## src/rtl/pwm_generator_if.sv

```systemverilog
// Duty/run-control and waveform signals between the PIO side and the PWM block.
// Names follow the top-level wiring (pwm_input_0_export feeds duty_in).
interface pwm_generator_if;
    logic       enable;
    logic [7:0] duty_in;
    logic       pwm_out;
    logic       period_start;
    logic [7:0] duty_active;

    modport master (
        output enable,
        output duty_in,
        input  pwm_out,
        input  period_start,
        input  duty_active
    );

    modport slave (
        input  enable,
        input  duty_in,
        output pwm_out,
        output period_start,
        output duty_active
    );
endinterface

```

## src/rtl/pwm_generator.sv

```systemverilog
// Fixed-frequency PWM with duty double-buffered at period boundaries.
// Define PWM_RAMP_EN to slew-limit duty changes by RAMP_STEP per period.
module pwm_generator #(
    parameter int unsigned PRESCALE  = 50,
    parameter int unsigned RAMP_STEP = 4
) (
    input  logic           clk_clk,
    input  logic           reset_reset_n,
    pwm_generator_if.slave bus
);
    localparam logic [15:0] PRE_LAST = 16'(PRESCALE - 1);

    logic [15:0] pre_cnt_q, pre_cnt_d;
    logic [7:0]  cnt_q, cnt_d;
    logic        enable_q, enable_d;
    logic [7:0]  duty_q, duty_d;
    logic        pwm_q, pwm_d;
    logic        start_q, start_d;
    logic        tick;
    logic        boundary;
    logic        rise;
    logic [7:0]  duty_next;
    logic [7:0]  duty_idle;

    assign tick     = bus.enable && (pre_cnt_q == PRE_LAST);
    assign boundary = tick && (cnt_q == 8'hFF);
    assign rise     = bus.enable && !enable_q;

`ifdef PWM_RAMP_EN
    localparam logic [7:0] STEP8 = 8'(RAMP_STEP);

    logic [8:0] want9;
    logic [8:0] have9;
    logic [8:0] step9;

    assign want9 = {1'b0, bus.duty_in};
    assign have9 = {1'b0, duty_q};
    assign step9 = {1'b0, STEP8};

    // Move toward the request by at most one step; 9-bit math cannot wrap.
    always_comb begin
        duty_next = bus.duty_in;
        if (want9 > have9) begin
            if ((want9 - have9) > step9) begin
                duty_next = duty_q + STEP8;
            end
        end else if ((have9 - want9) > step9) begin
            duty_next = duty_q - STEP8;
        end
    end

    // Soft start: every enable begins from zero duty.
    assign duty_idle = 8'd0;
`else
    assign duty_next = bus.duty_in;
    assign duty_idle = bus.duty_in;
`endif

    // Next-state for prescaler, period counter, shadow duty and outputs.
    always_comb begin
        pre_cnt_d = pre_cnt_q;
        cnt_d     = cnt_q;
        duty_d    = duty_q;
        pwm_d     = 1'b0;
        start_d   = 1'b0;
        enable_d  = bus.enable;
        if (!bus.enable) begin
            pre_cnt_d = '0;
            cnt_d     = '0;
            duty_d    = duty_idle;
        end else begin
            pwm_d   = (cnt_q < duty_q);
            start_d = rise;
            if (tick) begin
                pre_cnt_d = '0;
                if (boundary) begin
                    cnt_d   = '0;
                    duty_d  = duty_next;
                    start_d = 1'b1;
                end else begin
                    cnt_d = cnt_q + 8'd1;
                end
            end else begin
                pre_cnt_d = pre_cnt_q + 16'd1;
            end
        end
    end

    // State and registered outputs.
    always_ff @(posedge clk_clk or negedge reset_reset_n) begin
        if (!reset_reset_n) begin
            pre_cnt_q <= '0;
            cnt_q     <= '0;
            enable_q  <= 1'b0;
            duty_q    <= '0;
            pwm_q     <= 1'b0;
            start_q   <= 1'b0;
        end else begin
            pre_cnt_q <= pre_cnt_d;
            cnt_q     <= cnt_d;
            enable_q  <= enable_d;
            duty_q    <= duty_d;
            pwm_q     <= pwm_d;
            start_q   <= start_d;
        end
    end

    assign bus.pwm_out      = pwm_q;
    assign bus.period_start = start_q;
    assign bus.duty_active  = duty_q;
endmodule

```

## src/flat_wrapper.sv

```systemverilog
// flat-port wrapper written by rule: the top's interface ports become plain ports
module pwm_generator_flat 
#(
    parameter int unsigned PRESCALE  = 50,
    parameter int unsigned RAMP_STEP = 4
)
  (clk_clk, reset_reset_n, bus_enable, bus_duty_in, bus_pwm_out, bus_period_start, bus_duty_active);
  pwm_generator_if bus_i ();
  input  logic clk_clk;
  input  logic reset_reset_n;
  input wire logic [$bits(bus_i.enable)-1:0] bus_enable;
  input wire logic [$bits(bus_i.duty_in)-1:0] bus_duty_in;
  output wire logic [$bits(bus_i.pwm_out)-1:0] bus_pwm_out;
  output wire logic [$bits(bus_i.period_start)-1:0] bus_period_start;
  output wire logic [$bits(bus_i.duty_active)-1:0] bus_duty_active;
  assign bus_i.enable = bus_enable;
  assign bus_i.duty_in = bus_duty_in;
  assign bus_pwm_out = bus_i.pwm_out;
  assign bus_period_start = bus_i.period_start;
  assign bus_duty_active = bus_i.duty_active;
  pwm_generator #(.PRESCALE(PRESCALE), .RAMP_STEP(RAMP_STEP)) u_core (.clk_clk(clk_clk), .reset_reset_n(reset_reset_n), .bus(bus_i));
endmodule
```

## config.mk

```make
export PLATFORM = sky130hd
export DESIGN_NAME = pwm_generator_flat
export DESIGN_NICKNAME = d
export VERILOG_FILES = /design/src/rtl/pwm_generator_if.sv /design/src/rtl/pwm_generator.sv /design/src/flat_wrapper.sv
export SDC_FILE = /design/constraint.sdc
export NUM_CORES = 1
export LEC_CHECK = 0
export BUFFER_PORTS_ARGS = -buffer_cell sky130_fd_sc_hd__buf_2
export CAP_MARGIN = 40
export CORE_MARGIN = 4
export CORE_UTILIZATION = 40
export DETAILED_ROUTE_END_ITERATION = 16
export GPL_TIMING_DRIVEN = 0
export PLACE_DENSITY = 0.68
export SYNTH_ARGS = -nofsm -noshare
export SYNTH_HDL_FRONTEND = slang
export SYNTH_SLANG_ARGS = --single-unit
```

## constraint.sdc

```tcl
create_clock -name clk_clk -period 1.9 [get_ports clk_clk]
set_input_delay 0.095 -clock clk_clk [delete_from_list [all_inputs] [get_ports clk_clk]]
set_output_delay 0.095 -clock clk_clk [all_outputs]
set_load 0.01 [all_outputs]
```

### Yosys cells after proc, flatten, opt, wreduce, memory -nomap -nowiden

Index checks and enable logic that the tools add are counted.

| cells by class | value |
|---|---|
| add/sub/neg operators | 2 |
| magnitude comparators | 1 |
| eq/ne operators | 4 |
| muxes and demuxes | 12 |
| reduce and logical (&&, ||, !) cells | 5 |

Operators by type and width:

| kind | number |
|---|---|
| 8-bit 2-to-1 mux | 6 |
| 16-bit 2-to-1 mux | 2 |
| 16-bit by 1-bit adder with 16-bit output (second input constant) | 1 |
| 16-bit by 6-bit == test with 1-bit output (second input constant) | 1 |
| 8-bit by 1-bit adder with 8-bit output (second input constant) | 1 |
| 8-bit == test (second input constant) | 1 |
| 8-bit less-than comparator | 1 |
| 1-bit 2-to-1 mux | 4 |
| 2-bit by 1-bit != test with 1-bit output (second input constant) | 2 |
| 1-bit logical AND | 3 |
| 2-bit AND reduction | 1 |
| 1-bit logical NOT | 1 |

| word-level totals | value |
|---|---|
| flip-flop bits (word level) | 35 |
| output and inout port bits | 10 |
| word-level logic and storage cells | 30 |

### Depth between registers and ports, before layout

Gate-level depths: netlist of the first run.

| logic depth | value |
|---|---|
| depth in word-level cells | 6 |
| gate-level depth with buffers | 8 |
| depth with buffers taken out | 7 |

### Worst setup path before layout of the first run

OpenSTA, ideal clock, no wires.

| path | value |
|---|---|
| path kind | reg2reg |
| start | register u_core.pre_cnt_q[1] |
| end | register u_core.duty_q[0] (netlist: u_core.bus.duty_active[0]) |
| library setup time | 0.125 ns |
| arrival time | 1.547 ns |
| slack | 0.228 ns |
| stages on the path, launching flop included | 9 |
| period minus slack after synthesis | 1.672 ns |
| cells stage by stage | dfrtp_1 -> inv_1 -> ha_1 -> and4bb_2 -> nand4_1 -> nand2b_4 -> nand2_1 -> buf_4 -> mux2_2 |

| on the way | value |
|---|---|
| longest elaborated chain between the ends | 5 |
| elaborated cells on any way between the ends | 6 |
| classes of those cells | 3 x eq/ne; 3 x reduce/logical |

RTL lines:

| item | RTL line | source |
|---|---|---|
| from (decl) | pwm_generator.sv:13 | `logic [15:0] pre_cnt_q, pre_cnt_d;` |
| from (signal assigned) | pwm_generator.sv:99 | `pre_cnt_q <= pre_cnt_d;` |
| 16-bit by 6-bit == test with 1-bit output * | pwm_generator.sv:25 | `assign tick = bus.enable && (pre_cnt_q == PRE_LAST);` |
| 1-bit logical AND * | pwm_generator.sv:25 |  |
| 1-bit logical AND | pwm_generator.sv:26 | `assign boundary = tick && (cnt_q == 8'hFF);` |
| 2-bit by 1-bit != test with 1-bit output (no source line) | - |  |
| 2-bit AND reduction (no source line) * | - |  |
| to (signal assigned) | pwm_generator.sv:102 | `duty_q <= duty_d;` |
| to (decl) | pwm_generator.sv:16 | `logic [7:0] duty_q, duty_d;` |

Every way passes the cells marked *; elsewhere a longest branch is shown, timed or not.
A chain may end at the register's enable or synchronous reset.

### Worst setup path after layout of the first run

| path | value |
|---|---|
| start | register u_core.pre_cnt_q[1] |
| end | register u_core.duty_q[1] (netlist: u_core.bus.duty_active[1]) |

Same word-level chain as after synthesis.

==> results of run 1 <==
[layer usage]
metal  vias to the layer above  GRT usage (%)
met4                         0           5.53
met3                         9           4.05
li1                        624              -
met1                       580           15.9
met5                         -              0
met2                        22           20.4
[state kept, by name, summed over array words and instances, names as in the netlist]
signal,flops
u_core.bus.duty_active,8
u_core.bus.period_start,1
u_core.pre_cnt_q,16
u_core.enable_q,1
u_core.cnt_q,8
u_core.bus.pwm_out,1
[metrics by stage]
step / worst slack (ps) / cell area (sq um) / cells / hold WS [ps] / util, %
after global placement: 59.1 / 1930 / 238 / 217 / 46.5
after floorplan: 228 / 1770 / 168 / -201 / -
after detailed placement: 51.9 / 1930 / 238 / 220 / 46.5
after CTS: 38.2 / 2050 / 248 / 28.8 / 49.4
after global routing: 5.51 / 2060 / 249 / 30.7 / 49.8
final: 77.3 / 2060 / 249 / 38.1 / 49.8
[synthesized netlist by cell type (2+ instances only)]
cell | n | share of area (%)
a211oi_1 | 2 | 0.85
a21o_1 | 2 | 0.85
a21oi_1 | 2 | 0.57
and3_1 | 4 | 1.4
buf_4 | 2 | 0.85
dfrtp_1 | 35 | 50
ha_1 | 10 | 7.1
inv_1 | 10 | 2.1
mux2_2 | 8 | 5.1
mux2i_1 | 2 | 1.1
nand2_1 | 7 | 1.5
nand2b_1 | 2 | 0.71
nand3_1 | 11 | 3.1
nand4_1 | 7 | 2.5
nor2_1 | 27 | 5.7
nor2b_1 | 2 | 0.71
nor3_1 | 4 | 1.1
xnor2_1 | 8 | 4.0
xor2_1 | 10 | 5.0
[worst paths after layout]
| path | startpoint | end | depth (start not counted) |
|---|---|---|---|
| worst max-delay path | u_core.pre_cnt_q[1] | u_core.bus.duty_active[1] | 8 |
| worst min-delay path | bus_duty_in[2] | u_core.bus.duty_active[2] | 2 |
| max in group asynchronous | reset_reset_n | u_core.pre_cnt_q[8] | 2 |
| worst min register to register | u_core.enable_q | u_core.bus.period_start | 1 |
| worst max register to register | u_core.pre_cnt_q[1] | u_core.bus.duty_active[1] | 8 |
| min in group asynchronous | reset_reset_n | u_core.bus.pwm_out | 2 |
[worst register-to-register path: stages, from the launching register on]
cell and delay, ps:
dfrtp_1 400, inv_1 60, ha_1 130, and4bb_2 210
nand4_1 110, nand2b_4 180, nand2_1 100, buf_6 160
mux2_2 340
[cells by family after synthesis]
| logic type | count (synthesis) |
|---|---|
| and+or+nand+nor | 71 |
| DFF | 35 |
| xor gates and xnor gates | 18 |
| buffers and inverters | 14 |
| AOI/OAI and AO/OA | 10 |
| muxes | 10 |
| adders and majority gates | 10 |
[cell type report]
| type | instances | area (sq um) |
|---|---|---|
| fillers | 381 | 2080 |
| flip-flops and latches | 35 | 876 |
| multi-input cells | 119 | 832 |
| repair buffers | 23 | 128 |
| clock buffers | 8 | 100 |
| well taps | 50 | 62.6 |
| inverters | 10 | 37.5 |
| plain buffers | 4 | 27.5 |
[timing repair]
item,in CTS,in global routing
resized for setup,0,3
setup endpoints to repair,0,7
hold endpoints to repair,36,0
hold buffers,2,0
buffers inserted,0,1
[power by group through the flow]
stage / Clock (mW) / Combinational, mW / Sequential, mW
floorplan: 0 / 0.0618 / 0.811
global placement: 0 / 0.128 / 0.802
detailed placement: 0 / 0.129 / 0.803
CTS: 0.609 / 0.133 / 0.789
global route: 0.634 / 0.149 / 0.792
finish: 0.582 / 0.130 / 0.789
==> results_dict.tcl, run 1 <==
set metrics [dict create \
    status "completed" \
    die_h_microns 74.4 \
    p_sw_mw 0.339 \
    synth_top_family_by_area "simple AND/OR/NAND/NOR gates" \
    path_class "reg2reg" \
    intPower_mw 1.16 \
    synth_compound_area_share_pct 4.04 \
    setup_tns_ps 0 \
    core_area_sq_mm 0.00414 \
    grt_max_degree 36 \
    grt_pass1_vias 1247 \
    critPathBufInv 2 \
    asyncSetResetFlopFracSynth_pct 100 \
    setup_violations 0 \
    firstDrtPassIters 4 \
    tightest_slew_ps 775 \
    path_delay_family "simple AND/OR/NAND/NOR gates" \
    cts_sinks 35 \
    overflow 0 \
    synth.distinct_cells 32 \
    synth_mux_area_share_pct 6.24 \
    cp_cell_sequence "inv_1 -> ha_1 -> and4bb_2 -> nand4_1 -> nand2b_4 -> nand2_1 -> buf_6 -> mux2_2" \
    top_layer "met4" \
    slowest_delay_ps 400 \
    synthToLayoutAreaGrowth_pct 16.9 \
    cp.required_ps 2060 \
    final-hold-violation-count 0 \
    wl_met1_mm 1.43 \
    rows 23 \
    wl_per_cell_microns 12.5 \
    cp-end-kind "register" \
    drive_gt1_share_pct 22.6 \
    synth_area_sq_mm 0.00177 \
    pin_count 21 \
    start_kind "register" \
    slew_viol_final 0 \
    nNetsFinal 219 \
    drtIter0Drc 63 \
    rsz0062_at_grt "false" \
    final_common_cell "dfrtp_1" \
    clkTransAtPathRegs_ps 70 \
    htreeDepth 2 \
    postSynthCellCount 168 \
    combPwrFrac_pct 8.7 \
    die_w_microns 74.4 \
    tritoncts "done" \
    drcViolationCount 0 \
    power_leakage_nw 1.01 \
    ys_ff_latch 35 \
    met2_length_mm 1.47 \
    drt_wl_total_mm 3.12 \
    period_share_pct 95.9 \
    synthFlopType "dfrtp_1" \
    cts_made_buffers 5 \
    cts.path.max_buffers 2 \
    synth_simple_gate_area_share_pct 20.6 \
    cp_slowest_cell "dfrtp_1" \
    place_hpwl_mm 2.17 \
    ir_worst_vdd_uv 411 \
    syn_nets 189 \
    relSlewSlack_pct 48.3 \
    p_sw_share_pct 22.6 \
    place.gp.congestion 0.787 \
    yosysWarningCount 0 \
    numPortBuffers 20 \
    pwr-share-seq_pct 52.6 \
    crit_arrival_ps 1990 \
    detail_route.vias_per_cell 4.96 \
    clock_tree.root_cell "clkbuf_8" \
    avgSynthCellArea_sq_um 10.5 \
    dr_total_vias 1235 \
    dieArea_sq_mm 0.00554 \
    cp_max_fo 10 \
    skew_ps 6.15 \
    drv_cap 0 \
    synth_seq_area_share_pct 49.6 \
    fin_crit_ps 1820 \
    insertion_delay_ps 280 \
    fmax_ghz 0.549 \
    power.total_mw 1.50 \
    clkPwrFrac_pct 38.8 \
    r2r_slack_ps 80 \
    synth_adder_area_share_pct 7.09 \
    synth_xor_area_share_pct 8.93 \
    ant_nets 0 \
    power.density_mw_per_mm2 727 \
    antenna_found_initial 0 \
    mostFrequentLayoutCells "35 x dfrtp_1, 27 x nor2_1, 21 x buf_2" \
    grt_pass1_wl_mm 5.36 \
    route.met3.wl_microns 152 \
    synth_edf_count 0 \
    start_util_pct 42.6 \
    hp-class "in2reg" \
    grt_util_all_layers_pct 12.8 \
    n_antenna_cell 0 \
]
Power figures use the tool's default switching activity.
==> inputs of run 2 (changes only) <==
==> constraint.sdc (replaced) <==
create_clock -name clk_clk -period 1.9 [get_ports clk_clk]
set_input_delay 0 -clock clk_clk [delete_from_list [all_inputs] [get_ports clk_clk]]
set_output_delay 0 -clock clk_clk [all_outputs]
set_load 0.01 [all_outputs]
==> results_dict.tcl, run 2 (same netlist as run 1, synthesis figures left out) <==
set metrics [dict create \
    pin_count 21 \
    fmax_ghz 0.549 \
    placed_cells 238 \
    insertion_delay_ps 280 \
    numPortBuffers 20 \
    ir_worst_vdd_uv 414 \
    hp-class "in2async" \
    route.met3.wl_microns 142 \
    nNetsFinal 228 \
    drcViolationCount 0 \
    setup_tns_ps 0 \
    core_area_sq_mm 0.00414 \
    mostFrequentLayoutCells "35 x dfrtp_1, 27 x nor2_1, 21 x buf_2" \
    top_layer "met4" \
    slew_viol_final 0 \
    largest_register_ffs 16 \
    cts_sinks 35 \
    rows 23 \
    detail_route.vias_per_cell 4.95 \
    antenna_found_initial 0 \
    place.gp.congestion 0.787 \
    clkTransAtPathRegs_ps 70 \
    holdWs_ps 341 \
    fin_crit_ps 1820 \
    htreeDepth 2 \
    overflow 0 \
    firstDrtPassIters 4 \
    drive_gt1_share_pct 22.1 \
    grt_max_degree 36 \
    period_share_pct 95.8 \
    grt_pass1_wl_mm 5.64 \
    cp_max_fo 10 \
    status "completed" \
    drt_wl_total_mm 3.27 \
    cts.path.max_buffers 2 \
    fillerInstances 373 \
    cp.required_ps 2060 \
    synthToLayoutAreaGrowth_pct 21.8 \
    tritoncts "done" \
    tightest_slew_ps 782 \
    relSlewSlack_pct 47.9 \
    setup_violations 0 \
    path_class "reg2reg" \
    clock_tree.root_cell "clkbuf_8" \
    grt_util_all_layers_pct 13.5 \
    met2_length_mm 1.58 \
    ant_nets 0 \
    power.density_mw_per_mm2 704 \
    layout_setup_ws_ps 79.4 \
    rsz0062_at_grt "false" \
    cts_made_buffers 5 \
    final-hold-violation-count 0 \
    power_leakage_nw 1.05 \
    final_common_cell "dfrtp_1" \
    final_util_pct 51.9 \
    wl_met1_mm 1.48 \
    drtIter0Drc 69 \
    start_kind "register" \
    cp-end-kind "register" \
    regMostFlops "u_core.pre_cnt_q" \
    wl_per_cell_microns 12.7 \
    place_ws_ps 51.9 \
    crit_arrival_ps 1990 \
    dieArea_sq_mm 0.00554 \
    place_hpwl_mm 2.17 \
    grt_pass1_vias 1312 \
    final_cell_count_no_fill 258 \
    die_w_microns 74.4 \
    drv_cap 0 \
    die_h_microns 74.4 \
    start_util_pct 42.6 \
    skew_ps 6.10 \
    n_antenna_cell 0 \
    dr_total_vias 1277 \
]
run 2: changes by cell type in the layout (fill, tap and decap cells not counted), sizes merged:
cell	before	now
buf	24	25
dlygate4sd3	2	10
run 2: metal layers:
layer  global-route usage, %  vias up
met3                    4.05        9
li1                        -      643
met4                    5.53        0
met5                       0        -
met1                    16.3      603
met2                    22.5       22
run 2: final cells by class:
type                            instances  area (sq um)  area share [%]
Inverter                               10          37.5            1.75
Clock buffer                            8           100            4.65
Multi-Input combinational cell        119           832            38.7
Timing Repair Buffer                   32           215            10.0
Sequential cell                        35           876            40.7
Buffer                                  4          27.5            1.28
Tap cell                               50          62.6            2.91
run 2: worst paths after layout:
path                                             end                start  slack (ps)  cells after the start
setup reg to reg           u_core.bus.duty_active[1]  u_core.pre_cnt_q[1]          80                      8
hold reg to reg              u_core.bus.period_start      u_core.enable_q         430                      1
setup / recovery           u_core.bus.duty_active[1]  u_core.pre_cnt_q[1]          80                      8
max in group asynchronous        u_core.pre_cnt_q[8]        reset_reset_n        1060                      2
hold / removal                    u_core.bus.pwm_out        reset_reset_n         340                      2
min in group clk_clk                 u_core.enable_q           bus_enable         420                      2
run 2: stage by stage:
stage | instance area, sq um | total power [mW]
3_3_place_gp | 1930 | 0.930
6_report | 2150 | 1.51
4_1_cts | 2130 | 1.54
3_5_place_dp | 1930 | 0.933
5_1_grt | 2150 | 1.59
2_1_floorplan | 1770 | 0.872
run 2: worst max-delay path, cell delays in order, from the launching register on:
cell	delay, ps
dfrtp_1	400
inv_1	60
ha_1	130
and4bb_2	210
nand4_1	110
nand2b_4	180
nand2_1	100
buf_6	160
mux2_2	340
run 2: repair_timing:
item | CTS | global route
setup buffers | 0 | 2
endpoints found under the setup margin | 0 | 7
resized for setup | 0 | 3
hold buffers | 10 | 0
hold endpoints to repair | 44 | 0
run 2: power breakdown:
part           switching (mW)  total (mW)  internal [mW]
logic                  0.0728       0.145         0.0721
clock network           0.250       0.581          0.331
registers              0.0186       0.789          0.771
total                   0.342        1.51           1.17
==> inputs of run 3 (changes only) <==
==> constraint.sdc (replaced) <==
create_clock -name clk_clk -period 1.9 [get_ports clk_clk]
set_input_delay 0.285 -clock clk_clk [delete_from_list [all_inputs] [get_ports clk_clk]]
set_output_delay 0.285 -clock clk_clk [all_outputs]
set_load 0.01 [all_outputs]
==> results_dict.tcl, run 3 (same netlist as run 1, synthesis figures left out) <==
set metrics [dict create \
    die_h_microns 74.4 \
    drt_wl_total_mm 3.10 \
    holdWs_ps 67.0 \
    place_area_sq_mm 0.00193 \
    intPower_mw 1.16 \
    core_area_sq_mm 0.00414 \
    groute.layer.met3.usage_pct 4.05 \
    start_util_pct 42.6 \
    dieArea_sq_mm 0.00554 \
    grt_pass1_wl_mm 5.31 \
    final-hold-violation-count 0 \
    crit_arrival_ps 1980 \
    p_sw_mw 0.338 \
    skew_ps 6.05 \
    numPortBuffers 20 \
    clock_tree.root_cell "clkbuf_8" \
    combPwrFrac_pct 8.5 \
    relSlewSlack_pct 48.7 \
    path_class "reg2reg" \
    multi_input_area_sq_um 832 \
    rows 23 \
    cts_made_buffers 5 \
    grt_pass1_vias 1229 \
    placed_cells 238 \
    start_kind "register" \
    detail_route.vias_per_cell 4.98 \
    cp_slowest_cell "dfrtp_1" \
    die_w_microns 74.4 \
    antenna_found_initial 0 \
    drcViolationCount 0 \
    power_leakage_nw 1.00 \
    setup_tns_ps 0 \
    period_share_pct 95.7 \
    place_hpwl_mm 2.17 \
    final_common_cell "dfrtp_1" \
    synthToLayoutAreaGrowth_pct 15.7 \
    nNetsFinal 217 \
    rsz0062_at_grt "false" \
    ant_nets 0 \
    ir_worst_vdd_uv 411 \
    ff_latch_area_sq_um 876 \
    firstDrtPassIters 4 \
    insertion_delay_ps 280 \
    overflow 0 \
    cp.required_ps 2070 \
    status "completed" \
    htreeDepth 2 \
    final_cell_count_no_fill 247 \
    clkPwrFrac_pct 38.9 \
    grt_util_all_layers_pct 12.7 \
    fillerInstances 386 \
    slowest_delay_ps 400 \
    largest_register_ffs 16 \
    wl_per_cell_microns 12.6 \
    place.gp.congestion 0.787 \
    cp_max_fo 10 \
    regMostFlops "u_core.pre_cnt_q" \
    n_antenna_cell 0 \
    cts.path.max_buffers 2 \
    dr_total_vias 1229 \
    use_met1_pct 15.7 \
    drive_gt1_share_pct 22.8 \
    tritoncts "done" \
    cp-end-kind "register" \
    drtIter0Drc 58 \
    pin_count 21 \
    path_delay_family "simple AND/OR/NAND/NOR gates" \
    tightest_slew_ps 769 \
    setup_violations 0 \
    post-route-cell-area_sq_mm 0.00204 \
    grt_max_degree 36 \
    cp_cell_sequence "inv_1 -> ha_1 -> and4bb_2 -> nand4_1 -> nand2b_4 -> nand2_1 -> buf_6 -> mux2_2" \
    grt_busiest_layer "met2" \
    hp-class "in2async" \
    slew_viol_final 0 \
    p_sw_share_pct 22.6 \
    mostFrequentLayoutCells "35 x dfrtp_1, 27 x nor2_1, 21 x buf_2" \
    clkTransAtPathRegs_ps 70 \
    power.density_mw_per_mm2 733 \
    met2_usage_pct 20.3 \
    fmax_ghz 0.550 \
    critPathBufInv 2 \
    drv_cap 0 \
    cts_sinks 35 \
    pwr-share-seq_pct 52.7 \
    fin_crit_ps 1820 \
]
[run 3: cell types whose count changed in the layout (fill, tap and decap cells not counted), sizes merged]
cell,before,now
buf,25,24
dlygate4sd3,10,0
[run 3: worst reg2reg max path: stages, from the launching register on]
cell	delay [ps]
dfrtp_1	400
inv_1	60
ha_1	130
and4bb_2	210
nand4_1	110
nand2b_4	180
nand2_1	100
buf_6	160
mux2_2	340
[run 3: layout make-up]
type	count	area share, %
Buffer	4	1.35
Clock buffer	8	4.90
Inverter	10	1.84
Multi-Input combinational cell	119	40.7
Sequential cell	35	42.9
Tap cell	50	3.06
Timing Repair Buffer	21	5.27
[run 3: timing repair]
item / CTS / global route
setup endpoints to repair: 0 / 7
hold buffers: 0 / 0
buffers inserted: 0 / 1
gates resized for setup: 0 / 3
[run 3: per-layer routing]
metal	part of all wire, %	up-vias	wire length (microns)
met5	0	-	0
met4	2.0	0	63
met3	4.8	9	150
met2	47	22	1470
met1	46	578	1420
li1	-	620	-
[run 3: worst paths after layout]
check / end / startpoint / depth (start not counted) / slack (ps)
setup / recovery: u_core.bus.duty_active[1] / u_core.pre_cnt_q[1] / 8 / 80
hold / removal: u_core.bus.duty_active[5] / reset_reset_n / 1 / 70
setup reg to reg: u_core.bus.duty_active[1] / u_core.pre_cnt_q[1] / 8 / 80
hold reg to reg: u_core.bus.period_start / u_core.enable_q / 1 / 430
max in group asynchronous: u_core.cnt_q[0] / reset_reset_n / 1 / 1330
min in group clk_clk: u_core.enable_q / bus_enable / 1 / 170
[run 3: power by group through the flow]
stage / logic [mW] / clock network (mW) / registers [mW]
after CTS: 0.130 / 0.609 / 0.789
after global placement: 0.128 / 0 / 0.802
after global routing: 0.146 / 0.634 / 0.792
after detailed placement: 0.129 / 0 / 0.803
after floorplan: 0.0618 / 0 / 0.811
final: 0.127 / 0.582 / 0.789
[run 3: through the flow]
stage | worst slack (ps) | power (mW) | util, %
floorplan | 228 | 0.872 | -
global placement | 59.1 | 0.930 | 46.5
detailed placement | 51.9 | 0.933 | 46.5
CTS | 38.2 | 1.53 | 48.9
global route | 5.51 | 1.57 | 49.3
finish | 81.2 | 1.50 | 49.3
